[src/rtl/frame_stream_sequencer.sv]
// Frame-level sequencer: raster-reads the input buffer into the pixel processor
// and writes processor results to the output buffer. Watchdog guards the drain.
//
// state | meaning
// IDLE  | waiting for start
// FETCH | issuing reads, one pixel per cycle unless hold
// BLANK | inter-line gap, no reads
// DRAIN | all reads issued, collecting remaining processor outputs
// DONE  | single-cycle completion pulse
module frame_stream_sequencer #(
    parameter int IMG_W  = 320,
    parameter int IMG_H  = 240,
    parameter int ADDR_W = 17,
    parameter int BLANK  = 4,
    parameter int WDOG   = 16
) (
    input  logic              clk,
    input  logic              rst,
    input  logic              start,
    input  logic [2:0]        threshold_cfg,
    input  logic              hold,
    output logic              busy,
    output logic              done,
    output logic              err,
    output logic [15:0]       frame_cnt,
    output logic              rd_en,
    output logic [ADDR_W-1:0] rd_addr,
    input  logic [15:0]       rd_data,
    output logic [15:0]       proc_pixel,
    output logic              proc_valid,
    output logic [2:0]        proc_threshold,
    input  logic [15:0]       proc_pixel_out,
    input  logic              proc_valid_out,
    output logic              wr_en,
    output logic [ADDR_W-1:0] wr_addr,
    output logic [15:0]       wr_data
);

    typedef enum logic [2:0] {
        S_IDLE  = 3'd0,
        S_FETCH = 3'd1,
        S_BLANK = 3'd2,
        S_DRAIN = 3'd3,
        S_DONE  = 3'd4
    } state_t;

    localparam int TOTAL = IMG_W * IMG_H;
    localparam int XW    = (IMG_W > 1) ? $clog2(IMG_W) : 1;
    localparam int YW    = (IMG_H > 1) ? $clog2(IMG_H) : 1;
    localparam int BW    = (BLANK > 1) ? $clog2(BLANK) : 1;
    localparam int WW    = (WDOG > 1)  ? $clog2(WDOG)  : 1;

    localparam logic [XW-1:0]     X_LAST     = XW'(IMG_W - 1);
    localparam logic [YW-1:0]     Y_LAST     = YW'(IMG_H - 1);
    localparam logic [ADDR_W:0]   WR_TOTAL   = (ADDR_W + 1)'(TOTAL);
    localparam logic [ADDR_W:0]   WR_LAST    = (ADDR_W + 1)'(TOTAL - 1);
    localparam logic [BW-1:0]     BLANK_LOAD = BW'((BLANK > 0) ? BLANK - 1 : 0);
    localparam logic [WW-1:0]     WD_LOAD    = WW'((WDOG > 0) ? WDOG - 1 : 0);

    state_t              state;
    state_t              state_nxt;
    logic [XW-1:0]       x;
    logic [YW-1:0]       y;
    logic [ADDR_W:0]     wr_cnt;
    logic [BW-1:0]       blank_tmr;
    logic [WW-1:0]       wd_tmr;
    logic [15:0]         pix_hold;

    logic                accept;
    logic                fetch_go;
    logic                line_end;
    logic                last_line;
    logic                active;
    logic                wr_take;
    logic                wr_final;
    logic                wd_trip;

    always_comb begin
        accept    = (state == S_IDLE) && start;
        fetch_go  = (state == S_FETCH) && !hold;
        line_end  = fetch_go && (x == X_LAST);
        last_line = (y == Y_LAST);
        active    = (state == S_FETCH) || (state == S_BLANK) || (state == S_DRAIN);
        wr_take   = active && proc_valid_out && (wr_cnt < WR_TOTAL);
        wr_final  = wr_take && (wr_cnt == WR_LAST);
        wd_trip   = (state == S_DRAIN) && !proc_valid_out && (wd_tmr == '0);
    end

    always_ff @(posedge clk or posedge rst) begin
        if (rst) begin
            state <= S_IDLE;
        end else begin
            state <= state_nxt;
        end
    end

    // Completion of the write side wins over any read-side transition.
    always_comb begin
        state_nxt = state;
        case (state)
            S_IDLE: begin
                if (start) begin
                    state_nxt = S_FETCH;
                end
            end
            S_FETCH: begin
                if (wr_final) begin
                    state_nxt = S_DONE;
                end else if (line_end) begin
                    if (last_line) begin
                        state_nxt = S_DRAIN;
                    end else if (BLANK > 0) begin
                        state_nxt = S_BLANK;
                    end else begin
                        state_nxt = S_FETCH;
                    end
                end
            end
            S_BLANK: begin
                if (wr_final) begin
                    state_nxt = S_DONE;
                end else if (blank_tmr == '0) begin
                    state_nxt = S_FETCH;
                end
            end
            S_DRAIN: begin
                if (wr_final || wd_trip) begin
                    state_nxt = S_DONE;
                end
            end
            S_DONE: begin
                state_nxt = S_IDLE;
            end
            default: begin
                state_nxt = S_IDLE;
            end
        endcase
    end

    always_comb begin
        rd_en = fetch_go;
        busy  = (state != S_IDLE);
        done  = (state == S_DONE);
    end

    // Raster position and read address; the address stops on the last pixel.
    always_ff @(posedge clk or posedge rst) begin
        if (rst) begin
            x              <= '0;
            y              <= '0;
            rd_addr        <= '0;
            proc_threshold <= '0;
        end else if (accept) begin
            x              <= '0;
            y              <= '0;
            rd_addr        <= '0;
            proc_threshold <= threshold_cfg;
        end else if (fetch_go) begin
            if (x == X_LAST) begin
                if (!last_line) begin
                    x       <= '0;
                    y       <= y + YW'(1);
                    rd_addr <= rd_addr + ADDR_W'(1);
                end
            end else begin
                x       <= x + XW'(1);
                rd_addr <= rd_addr + ADDR_W'(1);
            end
        end
    end

    always_ff @(posedge clk or posedge rst) begin
        if (rst) begin
            blank_tmr <= '0;
            wd_tmr    <= '0;
        end else begin
            if (state == S_BLANK) begin
                if (blank_tmr != '0) begin
                    blank_tmr <= blank_tmr - BW'(1);
                end
            end else begin
                blank_tmr <= BLANK_LOAD;
            end

            if ((state == S_DRAIN) && !proc_valid_out) begin
                if (wd_tmr != '0) begin
                    wd_tmr <= wd_tmr - WW'(1);
                end
            end else begin
                wd_tmr <= WD_LOAD;
            end
        end
    end

    always_ff @(posedge clk or posedge rst) begin
        if (rst) begin
            err       <= 1'b0;
            frame_cnt <= '0;
        end else begin
            if (accept) begin
                err <= 1'b0;
            end else if (wd_trip) begin
                err <= 1'b1;
            end
            if (state == S_DONE) begin
                frame_cnt <= frame_cnt + 16'd1;
            end
        end
    end

    // The buffer returns data one cycle after rd_en, so the pixel is taken
    // straight from rd_data while valid and held from the register otherwise.
    always_ff @(posedge clk or posedge rst) begin
        if (rst) begin
            proc_valid <= 1'b0;
            pix_hold   <= '0;
        end else begin
            proc_valid <= rd_en;
            if (proc_valid) begin
                pix_hold <= rd_data;
            end
        end
    end

    always_comb begin
        proc_pixel = proc_valid ? rd_data : pix_hold;
    end

    always_ff @(posedge clk or posedge rst) begin
        if (rst) begin
            wr_en   <= 1'b0;
            wr_addr <= '0;
            wr_data <= '0;
            wr_cnt  <= '0;
        end else if (accept) begin
            wr_en   <= 1'b0;
            wr_addr <= '0;
            wr_cnt  <= '0;
        end else begin
            wr_en <= wr_take;
            if (wr_take) begin
                wr_addr <= wr_cnt[ADDR_W-1:0];
                wr_data <= proc_pixel_out;
                wr_cnt  <= wr_cnt + (ADDR_W + 1)'(1);
            end
        end
    end

endmodule

[config.mk]
export PLATFORM = sky130hd
export DESIGN_NAME = frame_stream_sequencer
export DESIGN_NICKNAME = d
export VERILOG_FILES = /design/src/rtl/frame_stream_sequencer.sv
export SDC_FILE = /design/constraint.sdc
export NUM_CORES = 1
export LEC_CHECK = 0
export ABC_AREA = 1
export CAP_MARGIN = 20
export CORE_MARGIN = 2
export CORE_UTILIZATION = 55
export CTS_BUF_LIST = sky130_fd_sc_hd__clkbuf_8 sky130_fd_sc_hd__clkbuf_16
export CTS_CLUSTER_SIZE = 25
export DETAILED_ROUTE_END_ITERATION = 10
export PLACE_DENSITY = 0.83
export SLEW_MARGIN = 15
export SYNTH_ARGS = -nofsm -noshare
export SYNTH_HDL_FRONTEND = slang
export SYNTH_SLANG_ARGS = --single-unit
[constraint.sdc]
create_clock -name clk -period 11 [get_ports clk]
set_input_delay 1.1 -clock clk [delete_from_list [all_inputs] [get_ports clk]]
set_output_delay 1.1 -clock clk [all_outputs]
set_load 0.05 [all_outputs]
# --- Word-level counts from Yosys, hierarchy flattened ---
# Cells that the tools add are included.
classes:
  add_sub_neg: 7
  n_lt_le_gt_ge: 1
  eq_ne: 15
  muxes: 32
  bitwise: 1
  n_reduce_logical: 27
op_table:
  columns: ["operator", "n"]
  rows:
  - ["$mux W17", 6]
  - ["$mux W18", 2]
  - ["$mux W9", 4]
  - ["$mux W8", 4]
  - ["$add A18 B1 Y18 const B", 1]
  - ["$eq A18 B17 Y1 const B", 1]
  - ["$lt A18 B17 Y1 const B", 1]
  - ["$mux W3", 6]
  - ["$add A17 B1 Y17 const B", 1]
  - ["$add A16 B1 Y16 const B", 1]
  - ["$mux W16", 1]
  - ["$pmux W3 S4", 1]
  - ["$reduce_bool A2 Y1", 5]
  - ["$add A9 B1 Y9 const B", 1]
  - ["$eq A9 B9 Y1 const B", 1]
  - ["$add A8 B1 Y8 const B", 1]
  - ["$eq A8 B8 Y1 const B", 1]
  - ["$logic_and A1 B1 Y1", 8]
  - ["$mux W4", 2]
  - ["$eq A3 B2 Y1 const B", 2]
  - ["$ne A2 B1 Y1 const B", 3]
  - ["$ne A3 B3 Y1 const B", 2]
  - ["$logic_not A4 Y1", 1]
  - ["$mux W1", 4]
  - ["17 further kinds", 23]
word_totals:
  ff_bits: 132
  in_bits: 40
  out_inout_bits: 91
  elab_cells: 98

# --- Longest topological paths before layout ---
depth:
  ltp_word: 9
  depth_mapped: 12
  mapped_depth_nobuf: 12

# --- Least setup slack after synthesis ---
# No wires, ideal clock.
synth_timing:
  path_kind: "register -> output"
  start: "register proc_valid"
  end: "output port proc_pixel[10]"
  t_arrival_ns: 1.637
  t_required_ns: 9.900
  slack_ns: 8.263
  stages_incl_launch_ff: 4
  n_path_buf: 2
  path_cell_list: "dfrtp_1 -> clkbuf_1 -> buf_2 -> mux2_2"
synth_via:
  elab_chain_len: 1
synth_lines:
  columns: ["item", "line", "rtl"]
  rows:
  - ["start: declaration", "30", "output logic proc_valid,"]
  - ["start signal: assignment", "218", "proc_valid <= rd_en;"]
  - ["$mux W16", null, null]
  - ["end: declaration", "29", "output logic [15:0] proc_pixel,"]
# No other way between the ends.

# --- Final worst setup path ---
layout_timing:
  start: "input port hold"
  end: "output port rd_en"
layout_via:
  elab_chain_len: 2
layout_lines:
  columns: ["item", "line", "rtl"]
  rows:
  - ["start: declaration", "21", "input logic hold,"]
  - ["$logic_not A1 Y1", "80", "fetch_go = (state == S_FETCH) && !hold;"]
  - ["$logic_and A1 B1 Y1", "80", null]
  - ["end: declaration", "26", "output logic rd_en,"]
# No other way between the ends.

==> metrics.sh <==
FINALCLOCKSKEW_PS=11.7
DIE_Y_UM=111
DRT_DRC_VIOLATIONS_LEFT=0
GRT_ANTENNA_BEFORE_REPAIR=0
DIE_AREA_SQ_UM=12400
ROUTABILITYCONGESTION=0.911
DETAILED_PLACE_HPWL_MM=9.63
REGTOREGSTARTPOINT='state[0]$_DFFE_PP0P_'
CRIT_FANOUT=7
SYNTH_TOP_AREA_SHARE_PCT=52.3
WORSTSETUPSTARTPOINT='hold'
CLOCK-ROOT-BUFFER='clkbuf_16'
ASYNC_FLOP_SHARE_PCT=100
WORST_IR_DROP_VDD_uV=218
CLOCK_SINK_COUNT=132
PLACEABLECOREAREA_SQ_UM=11300
SYN_TO_FINAL_GROWTH_PCT=30.7
ARRIVAL_PS=2610
GRT_PASS1_VIAS=5227
SYNTH_AREA_LEADERS='dfrtp_1, nand2_1, nand3_1, inv_1, o21ai_0'
LAYOUT.NETS=896
PATH_COMMON_CELL='clkdlybuf4s50_1'
FINAL_PERIOD_MINUS_WORST_SETUP_SLACK_PS=3710
STANDARD_CELL_WITH_THE_MAXIMUM_STAGE_DELAY_ON_THE_CRITICAL_PATH='clkdlybuf4s50_1'
R2R-END='x[3]$_DFFE_PP0P_'
CTS.HOLD.BUFFERS_ADDED=0
SYNTH_SEQUENTIAL_AREA_RATIO_PCT=52.3
DIE_X_UM=111
PLACE.DETAILED.INSTANCES=972
DETAIL-ROUTE-ANTENNA-NETS=0
TOTALNEGATIVESETUPSLACK_PS=0
DETAIL_ROUTE.FIRST_PASS.ITERATIONS=5
POWER.STATIC_LEAKAGE_uW=0.00377
SYN_AREA_SQ_UM=6310
MAX_CLOCK_FREQ_MHz=269
SLOWEST_STAGE_DELAY_ON_CRITICAL_PATH_PS=860
GRT_SETUP_UNREPAIRED='no'
CTSRESIZECOUNT=0
POWER.DENSITY_nW_PER_UM2=243
BOUNDARYPINS=131
GLOBAL_ROUTE.USAGE.TOTAL_PCT=23.9
WORST_SETUP_PATH_END='rd_en'
FILLCELLCOUNT=824
SETUP.WORST_PATH.END_CLASS='primary output'
CTS_HTREE_LEVELS=4
MIN_PERIOD_OVER_PERIOD_PCT=33.8
POSTSYNTHNETCOUNT=765
DRT_ITER0_MARKERS=242
SYNTHESIS.INSTANCES=717
CTS_BUFFERS=17
CLOCK_PATH_BUFFERS=2
WL_MM=14.3
WORST_SETUP_PATH_START_KIND='input port'
SYNTH.LIB_CELLS_USED.DISTINCT=39
FINALHOLDVIOLCOUNT=0
NUM_ROWS=39
SETUP-VIOLATIONS-FINAL=0
WORST-R2R-CELL-COUNT=8
MAXSLEWHEADROOM_PCT=30.8
FINALNONFILLERCELLS=1004
SYNTH-MAIN-FF-CELL='dfrtp_1'
HOLDCRITPATHCLASS='reg2reg'
FINAL_ANTENNA_DIODE_COUNT=0
FRACTION_OF_LAYOUT_CELLS_WITH_A_SIZE_SUFFIX_ABOVE_1_PCT=9.41
MAX_CAP_VIOL_COUNT=0
MAXSLEWVIOLCOUNT=0
START_UTIL_PCT=55.8
OUTCOME='complete, no violations'
TIMING.REG2REG.SETUP_SLACK_PS=8340
CRITPATHREQUIREDTIME_PS=9900
TOTAL_CONGESTION_OVERFLOW=0
YOSYS.AREA.TOP_TYPE='dfrtp_1'
COUNT_OF_INPUT_AND_OUTPUT_BUFFERS=130
CTS.REPAIR_TIMING.SETUP_BUFFER_COUNT=0
CP_CELL_SEQUENCE='clkdlybuf4s50_1, nor2_4, clkdlybuf4s50_1'
CRITICAL_PATH_CLASS='in2out'
SYNTH.AVG_CELL_AREA_SQ_UM=8.81
VIAS_PER_CELL=5.25
CLK_PIN_SLEW_WORST_PATHS_PS=50
YOSYSWARNINGS=0
POWER_uW=2000
ROUTED-VIA-COUNT=5275
ROUTEDWLPERCELL_UM=14.2
CTS_TREE='yes'
INSERTION_DELAY_PS=420
GRT_PASS1_WL_MM=24.4
SYNTH.FF_LATCH_COUNT=132
SYNTH_ENABLE_FLOP_CELLS=0
GRT_START_MAX_NET_PINS=76
WORST_SLEW_PIN_SLEW_PS=1040
power breakdown:
group	internal [uW]	total [uW]	switching, uW
Clock	327	523	196
Combinational	261	819	558
Sequential	594	662	68.3
Total	1180	2000	822
through the flow:
step           hold slack [ps]  cell area, sq um  utilization (%)  setup WS (ps)
6_report                   477              8250             72.9           7290
2_1_floorplan              436              6310                -           6370
5_1_grt                    497              8250             72.9           7260
3_3_place_gp               454              7700             68.0           7300
4_1_cts                    479              8250             72.9           7290
3_5_place_dp               466              7700             68.0           7290
layout make-up:
| class | instances | area, sq um | share of cell area [%] |
|---|---|---|---|
| timing repair buffer | 133 | 1320 | 16.0 |
| clock inverter | 11 | 71.3 | 0.864 |
| clock buffer | 21 | 480 | 5.82 |
| inverter | 77 | 292 | 3.53 |
| sequential | 132 | 3300 | 40.0 |
| tap | 143 | 179 | 2.17 |
| multi-input combinational | 487 | 2600 | 31.5 |
critical path, delay by kind of cell:
family | cells | cell delay (ps)
and+or+nand+nor | 1 | 210
buffers and inverters | 2 | 1310
layer usage:
| layer | GRT usage, % | vias up | share of wire (%) |
|---|---|---|---|
| li1 | - | 2588 | - |
| met1 | 30.1 | 2489 | 42 |
| met2 | 40.1 | 183 | 50 |
| met3 | 7.49 | 15 | 7.2 |
| met4 | 6.50 | 0 | 0.93 |
| met5 | 0 | - | 0 |
registers in the layout, indices dropped and copies added, names as in the netlist, 2 cells and up:
name,flops
wd_tmr,4
proc_threshold,3
wr_cnt,18
pix_hold,16
rd_addr,17
y,8
wr_data,16
wr_addr,17
frame_cnt,16
blank_tmr,2
x,9
state,3
worst min path at each step:
stage / from / to / slack (ps) / depth (start not counted)
6_report: wr_data[10]$_DFFE_PP0P_ / wr_data[10]$_DFFE_PP0P_ / 480 / 2
5_1_grt: frame_cnt[15]$_DFFE_PP0P_ / frame_cnt[15]$_DFFE_PP0P_ / 500 / 1
4_1_cts: wr_data[10]$_DFFE_PP0P_ / wr_data[10]$_DFFE_PP0P_ / 480 / 2
3_5_place_dp: wr_data[10]$_DFFE_PP0P_ / wr_data[10]$_DFFE_PP0P_ / 470 / 2
3_3_place_gp: wr_cnt[17]$_DFFE_PP0P_ / wr_cnt[17]$_DFFE_PP0P_ / 450 / 2
2_1_floorplan: wr_cnt[17]$_DFFE_PP0P_ / wr_cnt[17]$_DFFE_PP0P_ / 440 / 2
synthesized netlist by cell type (4+ instances only):
library cell,count
a21oi_1,25
buf_2,9
buf_4,4
clkbuf_1,5
dfrtp_1,132
ha_1,8
inv_1,74
mux2_2,16
nand2_1,171
nand2_2,8
nand3_1,57
nand4_1,7
nor2_1,49
nor2_2,7
nor2_4,6
nor3_1,22
o21ai_0,45
o21ai_1,8
o31ai_1,7
xnor2_1,9
xor2_1,21
placed cells by master (no fill, tap or decap), types with 2 or more instances in the layout:
| cell | count |
|---|---|
| a21oi_1 | 25 |
| a31oi_1 | 2 |
| buf_4 | 3 |
| clkbuf_16 | 17 |
| clkbuf_8 | 4 |
| clkdlybuf4s50_1 | 130 |
| clkinv_2 | 3 |
| dfrtp_1 | 132 |
| ha_1 | 8 |
| inv_1 | 80 |
| inv_2 | 3 |
| mux2_2 | 16 |
| nand2_1 | 171 |
| nand2_2 | 8 |
| nand3_1 | 57 |
| nand3_2 | 3 |
| nand4_1 | 7 |
| nor2_1 | 49 |
| nor2_2 | 7 |
| nor2_4 | 6 |
| nor3_1 | 22 |
| o21a_1 | 2 |
| o21ai_0 | 45 |
| o21ai_1 | 8 |
| o31ai_1 | 7 |
| or2_2 | 3 |
| xnor2_1 | 9 |
| xor2_1 | 21 |
logic make-up (layout without fill, tap and decap cells):
kind of cell	after synthesis	count (layout)	share of synthesized area, %
AOI/OAI and AO/OA	93	93	7.97
adders and majority gates	8	8	1.59
muxes	16	16	2.85
buffers and inverters	98	242	6.48
DFF	132	132	52.3
and+or+nand+nor	340	340	24.6
xor gates and xnor gates	30	30	4.16
Note: power is estimated with default switching activity, not from simulation.
